<file path="src/rtl/datapath_control_pkg.sv">
// Shared definitions for the 4-bit datapath controller: opcodes, instruction
// field positions and FSM state encoding.
package datapath_control_pkg;

  localparam int INSTR_W = 12;

  localparam int OP_MSB  = 11;
  localparam int OP_LSB  = 9;
  localparam int RD_MSB  = 8;
  localparam int RD_LSB  = 7;
  localparam int RS_MSB  = 6;
  localparam int RS_LSB  = 5;
  localparam int CIN_BIT = 4;
  localparam int IMM_MSB = 3;
  localparam int IMM_LSB = 0;

  localparam logic [2:0] OP_ADD  = 3'b000;
  localparam logic [2:0] OP_SUB  = 3'b001;
  localparam logic [2:0] OP_AND  = 3'b010;
  localparam logic [2:0] OP_OR   = 3'b011;
  localparam logic [2:0] OP_XOR  = 3'b100;
  localparam logic [2:0] OP_XNOR = 3'b101;
  localparam logic [2:0] OP_LDI  = 3'b110;
  localparam logic [2:0] OP_NOT  = 3'b111;

  typedef enum logic [2:0] {
    ST_IDLE = 3'd0,
    ST_RDA  = 3'd1,
    ST_RDB  = 3'd2,
    ST_EXEC = 3'd3,
    ST_WB   = 3'd4
  } state_t;

  function automatic logic op_is_ldi(input logic [2:0] op);
    return (op == OP_LDI);
  endfunction

endpackage

</file>
<file path="src/rtl/datapath_control_instr_decode.sv">
// Combinational decode of the latched instruction's op and carry-enable
// fields into op class, carry usage and ALU select.
module instr_decode
  import datapath_control_pkg::*;
(
  input  logic [2:0] op,
  input  logic       cin_en,
  output logic       is_ldi,
  output logic       uses_carry,
  output logic       cin_used,
  output logic [2:0] alu_sel
);

  assign is_ldi     = op_is_ldi(op);
  assign uses_carry = (op == OP_ADD) || (op == OP_SUB);
  // Only chained add/subtract may see the stored flag as carry-in.
  assign cin_used   = uses_carry & cin_en;
  assign alu_sel    = op;

endmodule

</file>
<file path="src/rtl/datapath_control.sv">
// Multi-cycle controller for the 4-bit datapath: sequences register reads,
// operand loads, ALU select and write-back, and holds the carry/borrow flag.
module datapath_control
  import datapath_control_pkg::*;
(
  input  logic        clk,
  input  logic        rst,
  input  logic [11:0] instr,
  input  logic        instr_valid,
  output logic        instr_ready,
  input  logic        ula_cb_out,
  output logic [1:0]  rf_addr,
  output logic        rf_we,
  output logic        opa_we,
  output logic        opb_we,
  output logic [2:0]  ula_sel,
  output logic        ula_cb_in,
  output logic        wb_sel,
  output logic [3:0]  imm_out,
  output logic        carry_flag,
  output logic        done
);

  state_t                state_r;
  state_t                state_next_s;
  logic [INSTR_W-1:0]    instr_r;
  logic                  carry_flag_r;
  logic                  is_ldi_s;
  logic                  uses_carry_s;
  logic                  cin_used_s;
  logic [2:0]            alu_sel_s;
  logic                  accept_s;

  instr_decode u_decode (
    .op         (instr_r[OP_MSB:OP_LSB]),
    .cin_en     (instr_r[CIN_BIT]),
    .is_ldi     (is_ldi_s),
    .uses_carry (uses_carry_s),
    .cin_used   (cin_used_s),
    .alu_sel    (alu_sel_s)
  );

  assign accept_s   = (state_r == ST_IDLE) && instr_valid;
  assign imm_out    = instr_r[IMM_MSB:IMM_LSB];
  assign carry_flag = carry_flag_r;

  // FSM state register
  always_ff @(posedge clk or posedge rst) begin
    if (rst) begin
      state_r <= ST_IDLE;
    end else begin
      state_r <= state_next_s;
    end
  end

  // Instruction latch: loaded only on acceptance, frozen until IDLE returns
  always_ff @(posedge clk or posedge rst) begin
    if (rst) begin
      instr_r <= '0;
    end else if (accept_s) begin
      instr_r <= instr;
    end else begin
      instr_r <= instr_r;
    end
  end

  // Carry/borrow flag: updated on the same edge that commits an ADD/SUB write
  always_ff @(posedge clk or posedge rst) begin
    if (rst) begin
      carry_flag_r <= 1'b0;
    end else if ((state_r == ST_WB) && uses_carry_s) begin
      carry_flag_r <= ula_cb_out;
    end else begin
      carry_flag_r <= carry_flag_r;
    end
  end

  // Next-state and control-output decode from state and latched instruction
  always_comb begin
    state_next_s = ST_IDLE;
    instr_ready  = 1'b0;
    rf_addr      = 2'd0;
    rf_we        = 1'b0;
    opa_we       = 1'b0;
    opb_we       = 1'b0;
    ula_sel      = 3'd0;
    ula_cb_in    = 1'b0;
    wb_sel       = 1'b0;
    done         = 1'b0;
    case (state_r)
      ST_IDLE: begin
        instr_ready = 1'b1;
        // LDI skips the operand reads since the ALU is bypassed.
        if (instr_valid) begin
          state_next_s = op_is_ldi(instr[OP_MSB:OP_LSB]) ? ST_WB : ST_RDA;
        end else begin
          state_next_s = ST_IDLE;
        end
      end
      ST_RDA: begin
        rf_addr      = instr_r[RD_MSB:RD_LSB];
        state_next_s = ST_RDB;
      end
      ST_RDB: begin
        rf_addr      = instr_r[RS_MSB:RS_LSB];
        opa_we       = 1'b1;
        state_next_s = ST_EXEC;
      end
      ST_EXEC: begin
        rf_addr      = instr_r[RS_MSB:RS_LSB];
        opb_we       = 1'b1;
        state_next_s = ST_WB;
      end
      ST_WB: begin
        rf_addr      = instr_r[RD_MSB:RD_LSB];
        rf_we        = 1'b1;
        done         = 1'b1;
        ula_sel      = alu_sel_s;
        ula_cb_in    = carry_flag_r & cin_used_s;
        wb_sel       = is_ldi_s;
        state_next_s = ST_IDLE;
      end
      default: begin
        state_next_s = ST_IDLE;
      end
    endcase
  end

endmodule

</file>
<file path="config.mk">
export PLATFORM = sky130hd
export DESIGN_NAME = datapath_control
export DESIGN_NICKNAME = d
export VERILOG_FILES = /design/src/rtl/datapath_control_pkg.sv /design/src/rtl/datapath_control_instr_decode.sv /design/src/rtl/datapath_control.sv
export SDC_FILE = /design/constraint.sdc
export NUM_CORES = 1
export LEC_CHECK = 0
export ABC_CLOCK_PERIOD_IN_PS = 1500
export CAP_MARGIN = 10
export CORE_MARGIN = 10
export CORE_UTILIZATION = 37
export DETAILED_ROUTE_END_ITERATION = 8
export PLACE_DENSITY = 0.73
export SYNTH_ARGS = -nofsm -noshare
export SYNTH_HDL_FRONTEND = slang
export SYNTH_SLANG_ARGS = --single-unit
</file>
<file path="constraint.sdc">
create_clock -name clk -period 1.5 [get_ports clk]
set_input_delay 0.45 -clock clk [delete_from_list [all_inputs] [get_ports clk]]
set_output_delay 0.45 -clock clk [all_outputs]
set_load 0.01 [all_outputs]
</file>
==> flow_summary_export.csv <==
group,metric,value,unit
run_status,outcome,"complete, but fails checks",
run_status,violations,"setup timing",
place,pre_cts_ws,-0.6146,ns
pwr,combinationalPowerShare,58.4,%
clock_tree,clk_latency,0.29,ns
pwr,power_leakage,0.6561,nW
synth,syn_area,814.5,sq um
place,dpl.hpwl,1606,um
route,dr.pass1.iters,4,
global_routing,grt_pass1_vias,679,
layout,antenna_cells,0,
global_routing,grt_antenna_before_repair,0,
worst_setup_path,critPathArrivalTime,1.46,ns
worst_setup_path,critPathKind,"flip-flop to output port",
clock_tree,cts_tree,"built",
global_routing,grt_usage,9.696,%
route,drc,0,
clock_tree,cts.sinks,16,
layout,final_util,67.02,%
layout,nNetsFinal,129,
place,placed_area,1225,sq um
route,drt_iter0_markers,8,
timing,fin_worst_skew,0.004643,ns
timing,rsz0062_at_grt,"yes",
synth,synth_edf_count,0,
synth,synth.distinct_cells,25,
synth,yosysSeqAreaShare,49.16,%
synth,postSynthAreaPerCell,13.14,sq um
worst_setup_path,end_kind,"output port",
worst_setup_path,path_max_fanout,3,
worst_setup_path,crit_family,"simple AND/OR/NAND/NOR gates",
place,place.gp.congestion,0.7253,
timing,worst_hold_slack,0.3598,ns
layout,final_cells,139,
synth,synth-main-ff-cell,"dfrtp_1",
worst_setup_path,worstPathCellList,"nor3b_4 > buf_4 > and2_4 > and3b_1 > buf_2",
worst_hold_path,hold_path_class,"input port to asynchronous set/reset pin",
floorplanning,fp.dieW,66.92,um
place,io_buffer_count,32,
worst_setup_path,slowest_stage,"dfrtp_1",
timing,hold_violations,0,
global_routing,grt_pass1_wl,3318,um
worst_setup_path,r2r_end,"instr_r[1]",
clock_tree,root_buffer,"clkbuf_4",
route,drt-wirelength-per-cell,15.68,um
timing,fin_ws,-0.4141,ns
worst_setup_path,cp_num_buf_inv,2,
floorplanning,start_util,40.28,%
synth,yosys.area.top_type_share,49.16,%
worst_setup_path,crit_required,1.05,ns
clock_tree,numCtsBuffers,3,
clock_tree,hold_buffers,0,
floorplanning,rows,16,
clock_tree,htree_levels,1,
synth,yosys.area.top_type,"dfrtp_1",
synth,yosys.cell_count.top_type,"dfrtp_1",
pwr,pwr-share-seq,30.9,%
worst_setup_path,r2r-start,"state_r[0]",
synth,synthArstFlopShare,100.0,%
layout,n_fill_cell,139,
pwr,internal_power,1.770,mW
synth,synth_fp_nets,78,
clock_tree,clockBufferDepth,2,
timing,maxSlewViolCount,0,
global_routing,grt_max_degree,13,
synth,synth_cells,62,
timing,fmax,522.4,MHz
pwr,peakVddDrop,861.1,uV
clock_tree,path_clk_slew,0.10,ns
timing,setup_tns,-4.960,ns
global_routing,grt_remaining_overflow,0,
pwr,powerDensity,1980,nW/um^2
floorplanning,die_area,4478,sq um
worst_setup_path,rr_worst_depth,7,
route,vias,649,
floorplanning,die_h,66.92,um
route,routed_wl,2179,um
timing,tightest_slew,0.2356,ns
worst_setup_path,regToRegSetupSlack,-0.14,ns
worst_setup_path,cpPeakStageDelay,0.42,ns
timing,relSlewSlack,84.29,%
layout,drive_gt1_share,55.36,%
layout,syn2layout_area_growth,66.36,%
pwr,pwr-share-clk,10.7,%
synth,yosys-top-cells-count,"16 x dfrtp_1, 9 x mux2_4, 5 x buf_4",
synth,ys.warnings.count,0,
synth,synth.area.top_cells,"dfrtp_1 49%, mux2_4 17%, buf_4 4.6%, mux2_2 4.1%, and2_2 2.8%",
pwr,switchingPower,0.9127,mW
timing,setup-violations-final,22,
worst_setup_path,startpoint_type,"flip-flop",
place,placedCellCount,128,
pwr,power,2.683,mW
floorplanning,core,2022,sq um
timing,fin_crit_sh,127.6,%
synth,yosys_register_bits,16,
pwr,switching_share,34.02,%
route,ant_nets,0,
floorplanning,io_pins,33,
timing,min_period,1.914,ns
flow_run,maxCapViolations,0,
layout,design_area,1355,sq um
route,viasPerCell,4.669,
==> routing by layer <==
metal	track usage (%)	vias to the layer above	routed length, um	part of all wire, %
met3	2.341	2	156	7.2
met1	11.26	311	897	41
met5	0	-	0	0
li1	-	309	-	-
met2	15.88	27	1109	51
met4	5.385	0	16	0.73
==> layout make-up <==
| cell class | instances | area [sq um] | share of cell area, % |
|---|---|---|---|
| inverters | 1 | 3.754 | 0.2770 |
| flip-flops and latches | 16 | 400.4 | 29.55 |
| well taps | 27 | 33.78 | 2.493 |
| repair buffers | 53 | 469.2 | 34.63 |
| clock buffers | 4 | 36.28 | 2.678 |
| multi-input cells | 38 | 411.6 | 30.38 |
==> worst max-delay path by stage <==
stage	start	endpoint	slack [ns]	cells past startpoint
2_1_floorplan	state_r[1]	ula_cb_in	-0.21	4
3_3_place_gp	state_r[1]	ula_cb_in	-0.53	4
3_5_place_dp	state_r[1]	ula_cb_in	-0.61	4
4_1_cts	state_r[0]	wb_sel	-0.43	5
5_1_grt	state_r[0]	wb_sel	-0.49	5
6_report	state_r[1]	wb_sel	-0.41	5
==> flip-flops by register name, indices dropped and copies added (netlist names) <==
name        count
carry_flag      1
instr_r        12
state_r         3
==> power by group through the flow <==
stage / Combinational (mW) / Clock (mW) / Sequential, mW
after floorplan: 0.807 / 0 / 0.801
after global placement: 1.38 / 0 / 0.805
after detailed placement: 1.41 / 0 / 0.810
after CTS: 1.42 / 0.298 / 0.817
after global routing: 1.68 / 0.321 / 0.859
final: 1.57 / 0.287 / 0.828
==> logic make-up (layout without fill, tap and decap cells) <==
logic type,count (synthesis),in the layout,synth area share [%]
flops,16,16,49.15
mux,13,13,22.12
buf+inv,8,58,7.065
simple gates,18,18,15.82
compound gates,6,6,4.762
xor+xnor,1,1,1.075
==> timing repair <==
item,CTS,global route
endpoints found under the setup margin,28,23
pin swaps,2,5
resized for setup,70,9
buffers inserted,4,5
==> cell usage in the layout (no fill, tap or decap), types with 2 or more instances in the layout <==
master / count
nor2_1: 2
clkdlybuf4s50_1: 15
dlygate4sd2_1: 6
nand2_1: 2
buf_2: 6
mux2_2: 3
dfrtp_1: 16
and2_4: 4
a22oi_1: 2
buf_6: 11
nor3b_4: 3
mux2_4: 10
clkbuf_4: 3
buf_4: 15
nand2_2: 2
(Power assumes the default switching activity.)
==> patch: new RTL, same settings <==
Reset style: synchronous (`rst`), changed in 3 clocked blocks.
--- a/src/rtl/datapath_control.sv
+++ b/src/rtl/datapath_control.sv
@@ -47,3 +47,3 @@
   // FSM state register
-  always_ff @(posedge clk or posedge rst) begin
+  always_ff @(posedge clk) begin
     if (rst) begin
@@ -56,3 +56,3 @@
   // Instruction latch: loaded only on acceptance, frozen until IDLE returns
-  always_ff @(posedge clk or posedge rst) begin
+  always_ff @(posedge clk) begin
     if (rst) begin
@@ -67,3 +67,3 @@
   // Carry/borrow flag: updated on the same edge that commits an ADD/SUB write
-  always_ff @(posedge clk or posedge rst) begin
+  always_ff @(posedge clk) begin
     if (rst) begin
Behaviour: differs if rst is asserted again (counterexample within 4 cycles, from zero or initial values and one cycle with rst high); with rst held inactive, the same outputs for 10 cycles.
==> patch against the unedited design <==
The flow still finishes with violations (setup timing); utilization grew 0.20 points; fmax grew 7.7%; cell area fell by 2.7%; sequential cell count is the same; wire length rose by 10%; sequential share of layout area is 5.0 points lower; synthesized area decreased by 5.8%; count of clock-buffer cells in the layout did not move; first-iteration DRC count grew to 3.4 times the old value; hold slack improved by 0.098 ns; global-route usage rose by 0.65 points; setup slack gained 0.14 ns; largest cell class is now multi-input combinational cells.
Power is not compared: it rests on default switching activity, and its combinational part moved more than twofold at a synthesized area within 25%.
==> patch: results (changes against the unedited design) <==
[place]
dp_hpwl_mm=1.75  ; +9.0%
dpl_cell_area_mm2=0.00117  ; -4.2%
globalplace.congestion=0.728  ; +0.41%
place_worst_setup_slack_ns=-0.395  ; +0.220 ns

[setup_path]
slowest_delay_ns=0.35  ; -0.07 ns
arrival_ns=1.33  ; -0.13 ns
reg2reg_to=instr_r[5]$_SDFFE_PP0P_
ff2ff_setup_slack_ns=-0.04  ; +0.10 ns
crit_path_end=rf_addr[0]
cp_slowest_cell=dfxtp_2
r2r_cells=6  ; -1
crit_start=state_r[2]$_SDFF_PP0_

[routing]
wl_per_cell_um=14.6  ; -6.7%
wl_met1_um=949  ; +5.8%
vias_per_cell=4.83  ; +3.4%
wl_met3_um=114  ; -27%
dr_wl_met2_mm=1.30  ; +17%
drt_iter0_drc=27  ; +19

[grt]
grt_pass1_vias=789  ; +16%
use_met3=0.0153  ; -0.00816
met1_usage=0.0964  ; -0.0162
grt_max_degree=10  ; -3
grt_first_pass_wirelength_mm=3.59  ; +8.3%
grtUsageTotal=0.103  ; +0.00645
met2_usage=0.210  ; +0.0510

[synth]
ys_async_sr_fraction=0  ; -1.00
synthMuxAreaShare=0  ; -0.221
ys_seq_area_frac=0.418  ; -0.0739
synth_fp_nets=108  ; +38%
synth_area_per_cell_um2=8.34  ; -37%
yosys-top-cells-area=dfxtp_1 (42%), nand2_1 (12%), a21oi_1 (9.1%)
synth_adder_area_share=0  ; unchanged
synth_compound_area_frac=0.137  ; +0.0894
synth_xor_area_frac=0.0228  ; +0.0121
synthTopCellsByCount=nand2_1 (24), dfxtp_1 (16), a21oi_1 (14)

[timing]
slew_headroom=0.859  ; +0.0164
tns_ns=-2.16  ; +2.80 ns
finalSetupViolCount=18  ; -18%
finalClockSkew_ns=0.00493  ; +0.000284 ns
worst_hold_slack_ns=0.458  ; +0.0978 ns
layout_setup_ws_ns=-0.277  ; +0.137 ns

[finish]
fill_cells=174  ; +25%
drive_above_1_share=0.489  ; -0.0645
nNetsFinal=154  ; +19%

[min_path]
min_path_type=reg2reg

[outcome]
status=finished with violations
violations=setup timing

[clocking]
clkTransAtPathRegs_ns=0.10  ; about the same

[patch: cell types whose count changed in the layout (fill, tap and decap cells not counted), moves of 3 or more]
| cell | delta |
|---|---|
| dfxtp_1 | +13 |
| a21oi_1 | +8 |
| nand2_1 | +13 |
| mux2_4 | -10 |
| mux2_2 | -3 |
| nand2_2 | +7 |
| dfrtp_1 | -16 |
| a21oi_2 | +6 |
| dfxtp_2 | +3 |
[patch: worst max-delay path, delay by kind of cell (launching register included)]
family	cells	cell delay [ns]
flops	1	0.35
buf+inv	2	0.29
compound gates	1	0.19
xor+xnor	1	0.16
simple gates	1	0.06
[patch: area by class of cell]
type | count | area, µm² | area share
multi-input cells | 65 | 474 | 0.360
flip-flops and latches | 16 | 324 | 0.246
well taps | 27 | 33.8 | 0.0256
repair buffers | 52 | 450 | 0.342
clock buffers | 4 | 36.3 | 0.0275
[patch: timing repair]
item,CTS,global route
gates resized for setup,74,19
setup endpoints to repair,21,25
pin swaps,17,24
hold buffers,0,0
setup buffers,3,3
gates cloned,1,0
